File: src/rtl/key_debounce.sv
// Two-key debounce front end for the IIC controller's read/write request inputs.
// Each raw active-low key is synchronised and debounced on its own. A confirmed
// press becomes a one-cycle request pulse. If both keys confirm in the same
// cycle, the write pulse goes first and the read pulse follows one cycle later,
// so the two pulses are never high together.

// Per-key debounce FSM. It acts on the synchronised key level (key_s, 0 = pressed).
//   state       | meaning
//   IDLE        | key released, waiting for a low sample
//   PRESS_CNT   | key low, counting consecutive low samples
//   PRESSED     | press confirmed, waiting for a high sample
//   RELEASE_CNT | key high, counting consecutive high samples
module key_debounce_fsm #(
    parameter int DEBOUNCE_CYCLES = 1000000,
    parameter int CNT_W           = $clog2(DEBOUNCE_CYCLES)
) (
    input  logic clk,
    input  logic rst,
    input  logic key_s,
    output logic held,
    output logic confirm
);

    typedef enum logic [1:0] {
        IDLE        = 2'd0,
        PRESS_CNT   = 2'd1,
        PRESSED     = 2'd2,
        RELEASE_CNT = 2'd3
    } state_t;

    localparam logic [CNT_W-1:0] CNT_MAX = CNT_W'(DEBOUNCE_CYCLES - 1);

    state_t           state;
    state_t           state_nxt;
    logic [CNT_W-1:0] cnt;
    logic [CNT_W-1:0] cnt_nxt;

    // State and stability counter registers
    always_ff @(posedge clk) begin
        if (rst) begin
            state <= IDLE;
            cnt   <= '0;
        end else begin
            state <= state_nxt;
            cnt   <= cnt_nxt;
        end
    end

    // Next-state and counter update; the counter only advances in the CNT states
    always_comb begin
        state_nxt = state;
        cnt_nxt   = cnt;
        case (state)
            IDLE: begin
                if (!key_s) begin
                    state_nxt = PRESS_CNT;
                    cnt_nxt   = '0;
                end
            end
            PRESS_CNT: begin
                if (key_s) begin
                    state_nxt = IDLE;
                    cnt_nxt   = '0;
                end else if (cnt == CNT_MAX) begin
                    state_nxt = PRESSED;
                    cnt_nxt   = '0;
                end else begin
                    cnt_nxt = cnt + CNT_W'(1);
                end
            end
            PRESSED: begin
                if (key_s) begin
                    state_nxt = RELEASE_CNT;
                    cnt_nxt   = '0;
                end
            end
            RELEASE_CNT: begin
                if (!key_s) begin
                    state_nxt = PRESSED;
                    cnt_nxt   = '0;
                end else if (cnt == CNT_MAX) begin
                    state_nxt = IDLE;
                    cnt_nxt   = '0;
                end else begin
                    cnt_nxt = cnt + CNT_W'(1);
                end
            end
            default: begin
                state_nxt = IDLE;
                cnt_nxt   = '0;
            end
        endcase
    end

    // Debounced level and one-cycle press-confirm strobe (asserted on the PRESSED entry edge)
    always_comb begin
        held    = (state == PRESSED) || (state == RELEASE_CNT);
        confirm = (state == PRESS_CNT) && !key_s && (cnt == CNT_MAX);
    end

endmodule

module key_debounce #(
    parameter int DEBOUNCE_CYCLES = 1000000,
    parameter int CNT_W           = $clog2(DEBOUNCE_CYCLES)
) (
    input  logic clk,
    input  logic rst,
    input  logic key_rd,
    input  logic key_wr,
    output logic rd_pulse,
    output logic wr_pulse,
    output logic rd_held,
    output logic wr_held
);

    logic [1:0] rd_sync;
    logic [1:0] wr_sync;
    logic       rd_confirm;
    logic       wr_confirm;
    logic       rd_pending;

    // Two-flop synchronisers; they reset to the released (high) level
    always_ff @(posedge clk) begin
        if (rst) begin
            rd_sync <= 2'b11;
            wr_sync <= 2'b11;
        end else begin
            rd_sync <= {rd_sync[0], key_rd};
            wr_sync <= {wr_sync[0], key_wr};
        end
    end

    key_debounce_fsm #(
        .DEBOUNCE_CYCLES(DEBOUNCE_CYCLES),
        .CNT_W          (CNT_W)
    ) u_rd_fsm (
        .clk    (clk),
        .rst    (rst),
        .key_s  (rd_sync[1]),
        .held   (rd_held),
        .confirm(rd_confirm)
    );

    key_debounce_fsm #(
        .DEBOUNCE_CYCLES(DEBOUNCE_CYCLES),
        .CNT_W          (CNT_W)
    ) u_wr_fsm (
        .clk    (clk),
        .rst    (rst),
        .key_s  (wr_sync[1]),
        .held   (wr_held),
        .confirm(wr_confirm)
    );

    // Request pulses: write wins a same-cycle collision, and read is deferred one cycle.
    // The write FSM has only just entered PRESSED then, so it cannot confirm again next cycle.
    always_ff @(posedge clk) begin
        if (rst) begin
            rd_pulse   <= 1'b0;
            wr_pulse   <= 1'b0;
            rd_pending <= 1'b0;
        end else begin
            wr_pulse   <= wr_confirm;
            rd_pulse   <= (rd_confirm && !wr_confirm) || rd_pending;
            rd_pending <= rd_confirm && wr_confirm;
        end
    end

endmodule

File: config.mk
export PLATFORM = sky130hd
export DESIGN_NAME = key_debounce
export DESIGN_NICKNAME = d
export VERILOG_FILES = /design/src/rtl/key_debounce.sv
export SDC_FILE = /design/constraint.sdc
export NUM_CORES = 1
export LEC_CHECK = 0
export BUFFER_PORTS_ARGS = -buffer_cell sky130_fd_sc_hd__clkbuf_2
export CAP_MARGIN = 40
export CORE_MARGIN = 2
export CORE_UTILIZATION = 50
export CTS_BUF_LIST = sky130_fd_sc_hd__clkbuf_16
export CTS_CLUSTER_SIZE = 24
export DETAILED_ROUTE_END_ITERATION = 7
export PLACE_DENSITY = 0.7
export SLEW_MARGIN = 20
export SYNTH_ARGS = -nofsm -noshare
export SYNTH_HDL_FRONTEND = slang
export SYNTH_HIERARCHICAL = 1
export SYNTH_SLANG_ARGS = --single-unit
File: constraint.sdc
create_clock -name clk -period 3.2 [get_ports clk]
set_input_delay 0.32 -clock clk [delete_from_list [all_inputs] [get_ports clk]]
set_output_delay 0.32 -clock clk [all_outputs]
set_load 0.01 [all_outputs]
==> results.txt <==
----------------------------------------------------
[STA]
  Number of pins exceeding their max-slew limit in the final report ... 0
  Fin worst setup slack ... 1067 ps
  Final hold viol count ... 0
  Maximum clock frequency ... 468.8 MHz
  Min Tclk post-route ... 2133 ps
  Setup violation total in the final timing report ... 0
  Part of the cycle the worst path needs ... 0.6666
  Transition time at the pin with the least slew margin ... 816.0 ps
  Headroom to the max-slew limit ... 0.4543
  Worst-case clock skew ... 5.204 ps
  Unrepaired setup endpoints after global routing ... no
  TNS Setup ... 0 ps
  Post-route worst hold slack ... 203.6 ps

[Synthesis]
  Count of distinct cell types in the synthesized netlist ... 44
  Post-synth top flop ... dfxtp_1
  Leading cell types by total area after synthesis ... dfxtp_1 (40%), nand2_1 (6.5%), nand3_1 (5.5%)
  Syn_area_per_cell ... 8.767 um2
  Post-Synthesis Cells ... 290
  Syn nets ... 296
  Portion of synthesized cell area occupied by the leading cell type ... 0.4016
  Number of storage elements in the synthesis netlist ... 51
  Synthesis warning total ... 6
  Post-synth design cell area ... 2542 um2
  Post-synth ARST share ... 0
  Number of enable-type register cells in the synthesized netlist ... 0
  Sequential cell area fraction in the yosys report ... 0.4016
  Cell type with the highest aggregate area in the netlist ... dfxtp_1

[Clocking]
  Hold bufs inserted after CTS ... 0
  CTS root buf ... clkbuf_16
  Clock slew at reported path FFs ... 70 ps
  CTS H-tree depth ... 2
  CTS Sinks ... 51
  Skew-Pair Late Insertion Delay ... 290 ps
  Post-CTS setup buffer count ... 0
  Number of buffers created by CTS ... 5
  Max clock buf depth ... 2
  Clock tree from TritonCTS ... built
  PostCTS Resize Cnt ... 0

[Routing]
  Mean number of vias per cell ... 5.845
  Antenna-violating nets left ... 0
  Number of remaining DRC errors ... 0
  Initial DRT Pass Iterations ... 5
  Wire length per cell after detailed routing ... 14.05 um
  Detailed-route wire length ... 5171 um
  Violation count after the first detailed-route iteration ... 136
  Vias ... 2,151

[Critical path]
  Critical-path cell with the highest stage delay ... a31oi_2
  Critical register-to-register path startpoint ... u_wr_fsm/cnt[0]
  Startpoint types ... register
  Cell-by-cell listing of the critical path ... ha_1, nand3_1, nor2_1, a31oi_2, o21ai_0, a31oi_1
  Data arrival at the endpoint of the critical path ... 2340 ps
  Worst setup EP type ... register
  Register-to-register setup slack ... 1070 ps
  Highest cell delay on the worst timing path ... 700 ps
  Category of the critical setup timing path ... register to register
  WP data required ... 3410 ps
  Critical path's top delay family ... compound AO/OA/AOI/OAI gates
  Worst Path Max Fanout ... 16
  Number of buffer and inverter stages on the critical path ... 0
  Worst reg2reg endpoint ... u_wr_fsm/cnt[10]
  Cell count of the worst reg-to-reg path ... 6

[Layout]
  Cell area after layout ... 2790 um2
  Number of diodes ... 0
  # fillers ... 462
  Share of post-route cells with drive strength above 1 ... 0.1395
  Layout Area Growth over Synthesis ... 9.744%
  Final core area utilization ... 0.5792
  Area taken by flip-flops and latches ... 1021 um2
  Total area of multi-input combinational cells ... 1448 um2
  Final standard cell count with taps included and fillers excluded ... 368
  Number of nets at the end of the flow ... 306

[Global route]
  GRT Total Usage ... 0.1970
  First-pass GRT wire length ... 8666 um
  Pin count of the biggest net entering global routing ... 19
  Antenna violations before repair ... 0
  Total overflow reported by the global router ... 0
  Vias in the first global route ... 1,926

[Hold path]
  WHS Endpoint ... wr_sync[0]
  Worst hold path stage count ... 2
  Start point of the worst hold path ... key_wr
  Worst Hold Class ... primary input to register

[Placement]
  Gpl congestion ... 0.8454
  Detailed-placement wirelength estimate ... 3664 um
  Quantity of I/O buffers inserted on ports ... 7
  Cell count after placement ... 360
  Total cell area at the placement stage ... 2636 um2
  Pre-CTS setup slack ... 1080 ps

[Floorplanning]
  Die outline height ... 75.31 um
  Die Footprint ... 5672 um2
  I/O pin count ... 8
  Initial Utilization ... 0.5278
  Core Region ... 4817 um2
  # rows ... 25
  Width of the chip ... 75.31 um

[Pwr]
  Leak ... 0.9552 nW
  Worst IR drop on VDD ... 0.3235 mV
  Power per cell area ... 436.5 nW/um2
  Total power of the final layout ... 1.218 mW

[Run]
  Number of maximum-capacitance constraint violations ... 0

[Run status]
  Result of the run ... finished clean

----------------------------------------------------
-- area by class of cell --
cell class	instances	area share
repair buffers	9	0.01794
well taps	67	0.03004
multi-input cells	224	0.5188
flip-flops and latches	51	0.3659
clock buffers	5	0.04484
inverters	9	0.01211
clock inverters	3	0.01031
-- worst max-delay path by stage --
stage                          start               end  cells after the start  slack, ps
floorplan           u_wr_fsm/cnt[12]        rd_pending                      6       1470
global placement                 rst  u_wr_fsm/cnt[10]                      5       1150
detailed placement               rst  u_wr_fsm/cnt[10]                      5       1080
CTS                  u_wr_fsm/cnt[0]  u_wr_fsm/cnt[10]                      6       1080
global route         u_wr_fsm/cnt[0]  u_wr_fsm/cnt[10]                      6        890
finish               u_wr_fsm/cnt[0]  u_wr_fsm/cnt[10]                      6       1070
-- Yosys cell counts (all sizes together) (2+ instances only) --
library cell  instances
a31o                  2
ha                    2
and2                  3
clkbuf                2
or4                   4
and4                  2
a22o                  2
or3                  10
a31oi                 8
nor2                 10
o311ai                2
o211ai                6
or2                   8
nor3                  8
and3                  2
dfxtp                51
a21oi                15
nand4                10
a221o                 2
nand3b                2
xor2                  6
nor4                  4
nand2                44
xnor2                 2
and3b                 4
o21ai                22
buf                   4
mux2i                 8
nor3b                 2
nand3                28
inv                   9
or4b                  4
-- state kept, by name, summed over array words and instances (netlist names), named ones only --
register and flops:
u_rd_fsm/cnt 20, rd_pending 1, wr_sync 2, u_wr_fsm/cnt 20, rd_pulse 1, wr_pulse 1
rd_sync 2, u_rd_fsm/state 1, u_wr_fsm/state 1
-- layer usage --
metal / track usage / vias to the layer above / routed length [um]
met4: 0.06238 / 0 / 44
met2: 0.3614 / 46 / 2584
met1: 0.2310 / 1014 / 2369
li1: - / 1087 / -
met3: 0.03704 / 4 / 171
met5: 0 / - / 0
-- logic make-up after synthesis --
family | synth area share
AO/OA/AOI/OAI | 0.1467
adder cells (fa/ha/maj) | 0.009841
flip-flops | 0.4016
buffers and inverters | 0.02904
XOR/XNOR | 0.03346
AND/OR/NAND/NOR | 0.3479
multiplexers | 0.03150
-- cells in the final DEF, fill, tap and decap left out, types with 3 or more instances in the layout --
cell and n:
a31oi_1 6, clkbuf_16 5, nor2_1 10, dfxtp_1 51, clkbuf_2 7, nor3_1 6, and3b_1 4, o211ai_1 6
xor2_1 6, nand2_1 44, nand4_1 8, or3_1 10, or2_1 4, o21ai_0 16, nand3_1 28, a21oi_1 13
and2_1 3, or4_1 4, mux2i_1 8, o21ai_1 6, inv_1 9
-- power by group --
part	internal, mW	switching (mW)	leakage (nW)
clock network	0.298	0.245	0.0759
registers	0.637	0.00247	0.412
logic	0.0130	0.0217	0.468
total	0.948	0.269	0.955
No activity file was read; power rests on OpenSTA's default activity.
